--- config.mk ---
export PLATFORM = sky130hd
export DESIGN_NAME = call_detector
export DESIGN_NICKNAME = d
export VERILOG_FILES = /design/src/rtl/traffic_pkg.sv /design/src/rtl/debounce_filter.sv /design/src/rtl/call_detector.sv
export SDC_FILE = /design/constraint.sdc
export NUM_CORES = 1
export LEC_CHECK = 0
export ABC_CLOCK_PERIOD_IN_PS = 3600
export CAP_MARGIN = 20
export CORE_UTILIZATION = 62
export DETAILED_ROUTE_END_ITERATION = 10
export PLACE_DENSITY = 0.8
export RECOVER_POWER = 50
export SETUP_SLACK_MARGIN = 0.05
export SYNTH_ARGS = -nofsm -noshare
export SYNTH_HDL_FRONTEND = slang
export SYNTH_SLANG_ARGS = --single-unit
--- constraint.sdc ---
create_clock -name clock -period 3.6 [get_ports clock]
set_input_delay 0.36 -clock clock [delete_from_list [all_inputs] [get_ports clock]]
set_output_delay 0.36 -clock clock [all_outputs]
set_load 0.02 [all_outputs]
--- src/rtl/traffic_pkg.sv ---
// Shared state encoding for the request/green handshake.
// Used by call_detector and by trafficlight monitors.
package traffic_pkg;

  localparam logic [1:0] ST_IDLE    = 2'd0;
  localparam logic [1:0] ST_CALLED  = 2'd1;
  localparam logic [1:0] ST_SERVING = 2'd2;
  localparam logic [1:0] ST_DONE    = 2'd3;

  typedef enum logic [1:0] {
    S_IDLE    = ST_IDLE,
    S_CALLED  = ST_CALLED,
    S_SERVING = ST_SERVING,
    S_DONE    = ST_DONE
  } state_e;

endpackage

--- src/rtl/debounce_filter.sv ---
// Two-flop synchronizer followed by a stability counter.
// The filtered level flips only after DEBOUNCE_CYCLES equal differing samples.
module debounce_filter #(
  parameter int DEBOUNCE_CYCLES = 4
) (
  input  logic clock,
  input  logic reset_n,
  input  logic sense_in,
  output logic detected
);

  localparam int CW = $clog2(DEBOUNCE_CYCLES + 1);
  localparam logic [CW-1:0] CNT_LAST = CW'(DEBOUNCE_CYCLES - 1);

  logic          sync1_q;
  logic          sync2_q;
  logic          det_q;
  logic          det_d;
  logic [CW-1:0] cnt_q;
  logic [CW-1:0] cnt_d;

  // Count consecutive samples that disagree with the filtered level.
  always_comb begin
    det_d = det_q;
    cnt_d = '0;
    if (sync2_q != det_q) begin
      if (cnt_q == CNT_LAST) begin
        det_d = sync2_q;
      end else begin
        cnt_d = cnt_q + 1'b1;
      end
    end
  end

  // Synchronizer and filter state.
  always_ff @(posedge clock or negedge reset_n) begin
    if (!reset_n) begin
      sync1_q <= 1'b0;
      sync2_q <= 1'b0;
      det_q   <= 1'b0;
      cnt_q   <= '0;
    end else begin
      sync1_q <= sense_in;
      sync2_q <= sync1_q;
      det_q   <= det_d;
      cnt_q   <= cnt_d;
    end
  end

  assign detected = det_q;

endmodule

--- src/rtl/call_detector.sv ---
// Demand front-end for one signal head: conditions a button or loop
// and drives request until served, gapped out or maxed out.
module call_detector
  import traffic_pkg::*;
#(
  parameter int DEBOUNCE_CYCLES = 4,
  parameter int GAP_CYCLES      = 8,
  parameter int MAX_HOLD_CYCLES = 64,
  parameter bit LATCHING        = 1'b1
) (
  input  logic clock,
  input  logic reset_n,
  input  logic sense_in,
  input  logic green,
  output logic request,
  output logic wait_lamp,
  output logic detected
);

  localparam int GW = $clog2(GAP_CYCLES + 1);
  localparam int HW = $clog2(MAX_HOLD_CYCLES + 1);
  localparam logic [GW-1:0] GAP_LOAD  = GW'(GAP_CYCLES);
  localparam logic [HW-1:0] HOLD_LAST = HW'(MAX_HOLD_CYCLES - 1);

  logic          det;
  logic          det_prev_q;
  logic          evt;
  logic          press;
  state_e        state_q;
  state_e        state_d;
  logic [GW-1:0] gap_q;
  logic [GW-1:0] gap_d;
  logic [HW-1:0] hold_q;
  logic [HW-1:0] hold_d;
  logic          pend_q;
  logic          pend_d;

  debounce_filter #(
    .DEBOUNCE_CYCLES(DEBOUNCE_CYCLES)
  ) u_filter (
    .clock   (clock),
    .reset_n (reset_n),
    .sense_in(sense_in),
    .detected(det)
  );

  // A button registers on the filtered rising edge; a loop on its level.
  assign evt   = LATCHING ? (det & ~det_prev_q) : det;
  assign press = LATCHING & evt;

  // Next state, timers and the pending-call flag.
  always_comb begin
    state_d = state_q;
    gap_d   = gap_q;
    hold_d  = hold_q;
    pend_d  = pend_q;
    unique case (state_q)
      S_IDLE: begin
        pend_d = 1'b0;
        if (evt) begin
          if (green) begin
            state_d = S_SERVING;
            gap_d   = GAP_LOAD;
            hold_d  = '0;
          end else begin
            state_d = S_CALLED;
          end
        end
      end
      S_CALLED: begin
        pend_d = 1'b0;
        if (green) begin
          state_d = S_SERVING;
          gap_d   = GAP_LOAD;
          hold_d  = '0;
        end else if (!LATCHING && !det) begin
          state_d = S_IDLE;
        end
      end
      S_SERVING: begin
        if (hold_q != HOLD_LAST) hold_d = hold_q + 1'b1;
        if (det) begin
          gap_d = GAP_LOAD;
        end else if (gap_q != '0) begin
          gap_d = gap_q - 1'b1;
        end
        if (press) pend_d = 1'b1;
        if (!green) begin
          pend_d  = 1'b0;
          state_d = (det || pend_q || press) ? S_CALLED : S_IDLE;
        end else if (gap_d == '0 || hold_q == HOLD_LAST) begin
          pend_d  = 1'b0;
          state_d = S_DONE;
        end
      end
      S_DONE: begin
        if (press) pend_d = 1'b1;
        if (!green) begin
          pend_d = 1'b0;
          if (pend_q || press || (!LATCHING && det)) begin
            state_d = S_CALLED;
          end else begin
            state_d = S_IDLE;
          end
        end
      end
      default: state_d = S_IDLE;
    endcase
  end

  // FSM, timer and edge-detect registers.
  always_ff @(posedge clock or negedge reset_n) begin
    if (!reset_n) begin
      state_q    <= S_IDLE;
      gap_q      <= '0;
      hold_q     <= '0;
      pend_q     <= 1'b0;
      det_prev_q <= 1'b0;
    end else begin
      state_q    <= state_d;
      gap_q      <= gap_d;
      hold_q     <= hold_d;
      pend_q     <= pend_d;
      det_prev_q <= det;
    end
  end

  assign request   = (state_q == S_CALLED) || (state_q == S_SERVING);
  assign wait_lamp = (state_q == S_CALLED);
  assign detected  = det;

endmodule

==> results of run 1 <==
-- sequential cells by signal, summed over array words and instances (netlist names) --
| register | flops |
|---|---|
| pend_q | 1 |
| u_filter.detected | 1 |
| gap_q | 4 |
| u_filter.sync1_q | 1 |
| state_q | 2 |
| u_filter.cnt_q | 3 |
| hold_q | 7 |
| det_prev_q | 1 |
| u_filter.sync2_q | 1 |
-- power groups by stage --
stage,sequential [mW],combinational [mW],clock [mW]
floorplan,0.382,0.535,0
global placement,0.406,0.629,0
detailed placement,0.413,0.655,0
CTS,0.407,0.657,0.119
global route,0.420,0.725,0.130
finish,0.408,0.656,0.116
-- worst paths after layout --
kind	from	end	slack, ns	cells past startpoint
max	state_q[0]	request	1.38	3
max reg2reg	state_q[0]	hold_q[6]	1.50	6
min	u_filter.sync1_q	u_filter.sync2_q	0.37	0
min in group asynchronous	reset_n	gap_q[0]	0.62	1
min reg2reg	u_filter.sync1_q	u_filter.sync2_q	0.37	0
max in group asynchronous	reset_n	hold_q[1]	2.41	1
-- per-stage QoR --
step / utilization [%] / instance area [um2] / power, mW / setup WS [ns]
CTS: 75.2 / 1370 / 1.18 / 1.37
finish: 75.2 / 1370 / 1.18 / 1.38
global placement: 73.7 / 1340 / 1.04 / 1.52
detailed placement: 73.7 / 1340 / 1.07 / 1.44
floorplan: - / 1270 / 0.917 / 1.77
global route: 75.2 / 1370 / 1.28 / 1.32
-- kinds of logic after synthesis --
family	after synthesis	share of synthesized area (%)
mux	3	2.47
fa+ha+maj	8	7.89
compound gates	26	16.6
buf+inv	10	3.85
xor+xnor	5	3.45
simple gates	49	24.4
flops	21	41.4
-- routing by layer --
layer	vias to the layer above	track usage [%]	wire length [um]
li1	462	-	-
met1	460	29.8	1030
met2	23	38.9	1100
met3	6	5.38	86
met4	0	12.6	44
met5	-	0	0
-- final cells by class --
type,count,area (um2),share of cell area [%]
clock buffers,3,22.5,1.65
multi-input cells,91,694,50.7
well taps,25,31.3,2.29
clock inverters,1,5.00,0.366
flip-flops and latches,21,526,38.4
inverters,8,30.0,2.19
repair buffers,6,60.1,4.39
-- synth_stat cells (all sizes together) --
cell     n  area [um2]
a211oi   2        32.5
a21oi    4        20.0
a221o    1        10.0
a221oi   2        23.8
a22o     1        8.76
a22oi    1        7.51
a311oi   1        15.0
and2     1        8.76
and3     2        12.5
buf      2        18.8
dfrtp   21         526
ha       8         100
inv      8        30.0
mux2     1        11.3
mux2i    2        20.0
nand2    8        30.0
nand2b   2        20.0
nand3    2        10.0
nand3b   2        15.0
nand4    1        6.26
nand4b   2        17.5
nor2    12        45.0
nor2b    4        25.0
nor3     5        25.0
nor3b    2        15.0
nor4     3        48.8
o21ai    7        35.0
o221a    1        11.3
o22ai    2        12.5
o31ai    1        7.51
o32ai    1        8.76
o41ai    2        17.5
or2b     1        7.51
or3      1        11.3
or3b     1        11.3
xnor2    1        8.76
xor2     4        35.0
-- cell usage in the layout, fill, tap and decap left out, types with 2 or more instances in the layout --
cell type and instances:
dlygate4sd3_1 2, xor2_1 4, nor3_1 5, nor4_4 2
nand2_1 8, o22ai_1 2, ha_1 8, mux2i_1 2
a21oi_1 4, clkbuf_4 3, nand4b_1 2, nand3_1 2
clkdlybuf4s50_1 4, nand3b_1 2, dfrtp_1 21, nor3b_1 2
o41ai_1 2, nor2b_1 4, and3_1 2, inv_1 8
nor2_1 12, o21ai_0 7
==> results.json, run 1 <==
{
  "status": "finished, final reports clean",
  "p_int_mw": 0.648,
  "stdcell_count": 155,
  "path_buf_inv": 2,
  "critPathCaptureType": "primary output",
  "slew_headroom_pct": 37.8,
  "htreeDepth": 1,
  "die_h_um": 47.2,
  "io_pins": 7,
  "max_clock_freq_ghz": 0.451,
  "p_seq_share_pct": 34.6,
  "period_minus_slack_ns": 2.22,
  "slew_viol_final": 0,
  "p_sw_mw": 0.532,
  "fillers": 141,
  "whs_ns": 0.367,
  "syn-num-nets": 134,
  "postCtsSetupRepairBufs": 0,
  "tightest_slew_ns": 0.930,
  "grt_usage_pct": 24.0,
  "grt_overflow": 0,
  "slowest_delay_ns": 0.59,
  "crit_fanout": 8,
  "ir_worst_vdd_mv": 0.588,
  "ant_nets": 0,
  "cts-buffers-inserted": 3,
  "post_drt_wl_per_cell_um": 14.6,
  "grt_max_degree": 22,
  "cp.required_ns": 3.24,
  "finalCritPeriodShare_pct": 61.6,
  "antenna_cells": 0,
  "clock-root-buffer": "clkbuf_4",
  "drc": 0,
  "drive_gt1_share_pct": 11.5,
  "drt_iter0_markers": 22,
  "grt_pass1_wl_um": 3660,
  "crit_path_start_kind": "register",
  "numPortBuffers": 6,
  "firstDrtPassIters": 4,
  "rsz0062_at_grt": "no",
  "place_hpwl_um": 1670,
  "cp_top_family": "buffers and inverters",
  "std_cell_rows": 15,
  "cp_cell_sequence": "inv_1, ha_1, clkdlybuf4s50_1",
  "via_count": 951,
  "nets": 143,
  "finalClockSkew_ns": 0.0124,
  "clkLatencyLatePin_ns": 0.31,
  "hp-class": "reg -> reg",
  "antenna_found_initial": 0,
  "drv_cap": 0,
  "path_clk_slew_ns": 0.13,
  "cp_slowest_cell": "clkdlybuf4s50_1",
  "vias_per_cell": 6.14,
  "coreArea_mm2": 0.00182,
  "synthDistinctLibCells": 42,
  "power_frac_comb_pct": 55.6,
  "netlist_area_mm2": 0.00127,
  "p_per_area_mw_per_mm2": 862,
  "clk_path_buf_depth": 2,
  "synthCells": 122,
  "cts_resized": 0,
  "setup_viol": 0,
  "place.gp.congestion": 0.810,
  "swShare_pct": 45.1,
  "cts_tree": "built",
  "syn_area_per_cell_um2": 10.4,
  "fin_tns_setup_ns": 0,
  "cts.sinks": 21,
  "path_class": "reg -> out",
  "start_util_pct": 69.7,
  "yosysWarnings": 0,
  "dp_cells": 151,
  "power_frac_clock_pct": 9.8,
  "crit_arrival_ns": 1.86,
  "area_delta_synth_final_pct": 7.89,
  "seq_area_frac_synth_pct": 41.4,
  "hold_buffers": 0,
  "ys_ff_latch": 21,
  "dieWidth_um": 47.2,
  "hold_violations": 0,
  "grt_pass1_vias": 866,
  "die-area_mm2": 0.00223,
  "leakage_nw": 0.574,
  "routed_wl_um": 2260
}
Note: power is estimated with default switching activity, not from simulation.
==> inputs of run 2 (changes only) <==
Settings changed: ABC_CLOCK_PERIOD_IN_PS 3600 to 1800, CORE_UTILIZATION 62 to 52, PLACE_DENSITY 0.8 to 0.72.
Clock period 3.6 ns to 1.8 ns, I/O delays scaled along.
==> results.json, run 2 (synthesis gave the netlist of run 1 again) <==
{
  "layout_common_cells": "21 x buf_4, 17 x dfrtp_1, 11 x nor2_1",
  "coreArea_mm2": 0.00225,
  "antenna_found_initial": 0,
  "status": "finished, final reports clean",
  "grt_usage_pct": 23.1,
  "largest_register_ffs": 7,
  "critPathCaptureType": "register",
  "p_sw_mw": 1.42,
  "cts_tree": "built",
  "drv_cap": 0,
  "slew_headroom_pct": 23.9,
  "swShare_pct": 43.2,
  "largest-register": "hold_q",
  "io_pins": 7,
  "cp.required_ns": 2.03,
  "clk_path_buf_depth": 2,
  "crit_fanout": 5,
  "stdcell_count": 188,
  "p_int_mw": 1.87,
  "period_minus_slack_ns": 1.77,
  "drive_gt1_share_pct": 40.6,
  "layout_commonest_cell": "buf_4",
  "drt_iter0_markers": 61,
  "setup_viol": 0,
  "cts.sinks": 21,
  "ir_worst_vdd_mv": 1.35,
  "tightest_slew_ns": 1.14,
  "firstDrtPassIters": 4,
  "grt_pass1_wl_um": 4510,
  "rsz0062_at_grt": "yes",
  "hp-class": "reg -> reg",
  "vias_per_cell": 5.97,
  "dieWidth_um": 51.4,
  "place.gp.congestion": 0.818,
  "clock-root-buffer": "clkbuf_4",
  "path_class": "reg -> reg",
  "place_hpwl_um": 1850,
  "std_cell_rows": 17,
  "htreeDepth": 1,
  "power_frac_comb_pct": 68.5,
  "clkLatencyLatePin_ns": 0.33,
  "nets": 173,
  "leakage_nw": 0.734,
  "routed_wl_um": 3240,
  "die_h_um": 51.4,
  "hold_buffers": 0,
  "dp_cells": 167,
  "numPortBuffers": 6,
  "slew_viol_final": 0,
  "grt_overflow": 0,
  "antenna_cells": 0,
  "area_delta_synth_final_pct": 38.0,
  "finalClockSkew_ns": 0.00192,
  "ant_nets": 0,
  "post_drt_wl_per_cell_um": 17.2,
  "largestRegisters": "hold_q: 7 flops, gap_q: 4 flops, u_filter.cnt_q: 3 flops",
  "fin_util_pct": 77.6,
  "grt_max_degree": 22,
  "grt_pass1_vias": 1024,
  "hold_violations": 0,
  "path_clk_slew_ns": 0.14,
  "crit_path_start_kind": "register",
  "start_util_pct": 56.3,
  "cts-buffers-inserted": 3,
  "max_clock_freq_ghz": 0.566,
  "via_count": 1122,
  "die-area_mm2": 0.00264,
  "reg2reg_slack_ns": 0.03,
  "power_frac_clock_pct": 7.9,
  "p_per_area_mw_per_mm2": 1890,
  "p_seq_share_pct": 23.6,
  "finalCritPeriodShare_pct": 98.1,
  "drc": 0,
  "crit_arrival_ns": 1.99
}
## run 2: routing by layer
layer	global-route usage, %	vias up	share of wire (%)
li1	-	519	-
met1	28.1	565	40
met2	40.3	30	54
met3	3.57	8	3.4
met4	9.46	0	2.3
met5	0	-	0
## run 2: worst paths after layout
kind                                       start                 to  depth (start not counted)
worst max-delay path                  state_q[0]          hold_q[4]                          8
worst min-delay path            u_filter.sync1_q   u_filter.sync2_q                          0
worst max register to register        state_q[0]          hold_q[4]                          8
worst min register to register  u_filter.sync1_q   u_filter.sync2_q                          0
max in group asynchronous                reset_n         state_q[0]                          2
min in group asynchronous                reset_n  u_filter.cnt_q[0]                          2
## run 2: critical path: stages (launching register included)
cell and delay (ns):
dfrtp_2 0.49, buf_6 0.14, ha_4 0.18, buf_6 0.12, a211oi_4 0.24, buf_6 0.14, nand4b_1 0.11, xor2_1 0.18
nor2_1 0.07
## run 2: area by class of cell
class / instances / area [um2]
Clock buffer: 3 / 22.5
Clock inverter: 1 / 7.51
Fill cell: 153 / 504
Inverter: 8 / 32.5
Multi-Input combinational cell: 91 / 813
Sequential cell: 21 / 531
Tap cell: 28 / 35.0
Timing Repair Buffer: 36 / 309
## run 2: power by group through the flow
stage | Combinational (mW) | Clock [mW] | Sequential (mW)
after detailed placement | 1.60 | 0 | 0.773
after floorplan | 1.11 | 0 | 0.775
after global placement | 1.55 | 0 | 0.765
after CTS | 1.67 | 0.257 | 0.761
final | 2.26 | 0.260 | 0.779
after global routing | 2.44 | 0.282 | 0.794
## run 2: what timing repair did
item / CTS / global route
gates cloned: 0 / 0
gates resized for setup: 5 / 28
setup buffers: 3 / 14
setup endpoints to repair: 10 / 10
pin swaps: 3 / 12
## run 2: stage by stage
| step | power, mW | TNS (ns) | setup WS [ns] | instance area (um2) | hold slack (ns) |
|---|---|---|---|---|---|
| final | 3.30 | 0 | 0.0336 | 1750 | 0.376 |
| after global routing | 3.51 | -0.154 | -0.0512 | 1750 | 0.389 |
| after CTS | 2.68 | 0 | 0.0395 | 1520 | 0.187 |
| after detailed placement | 2.37 | -0.202 | -0.0904 | 1460 | 0.346 |
| after global placement | 2.32 | -0.0610 | -0.0421 | 1460 | 0.338 |
| after floorplan | 1.88 | 0 | 0.0426 | 1290 | -0.116 |
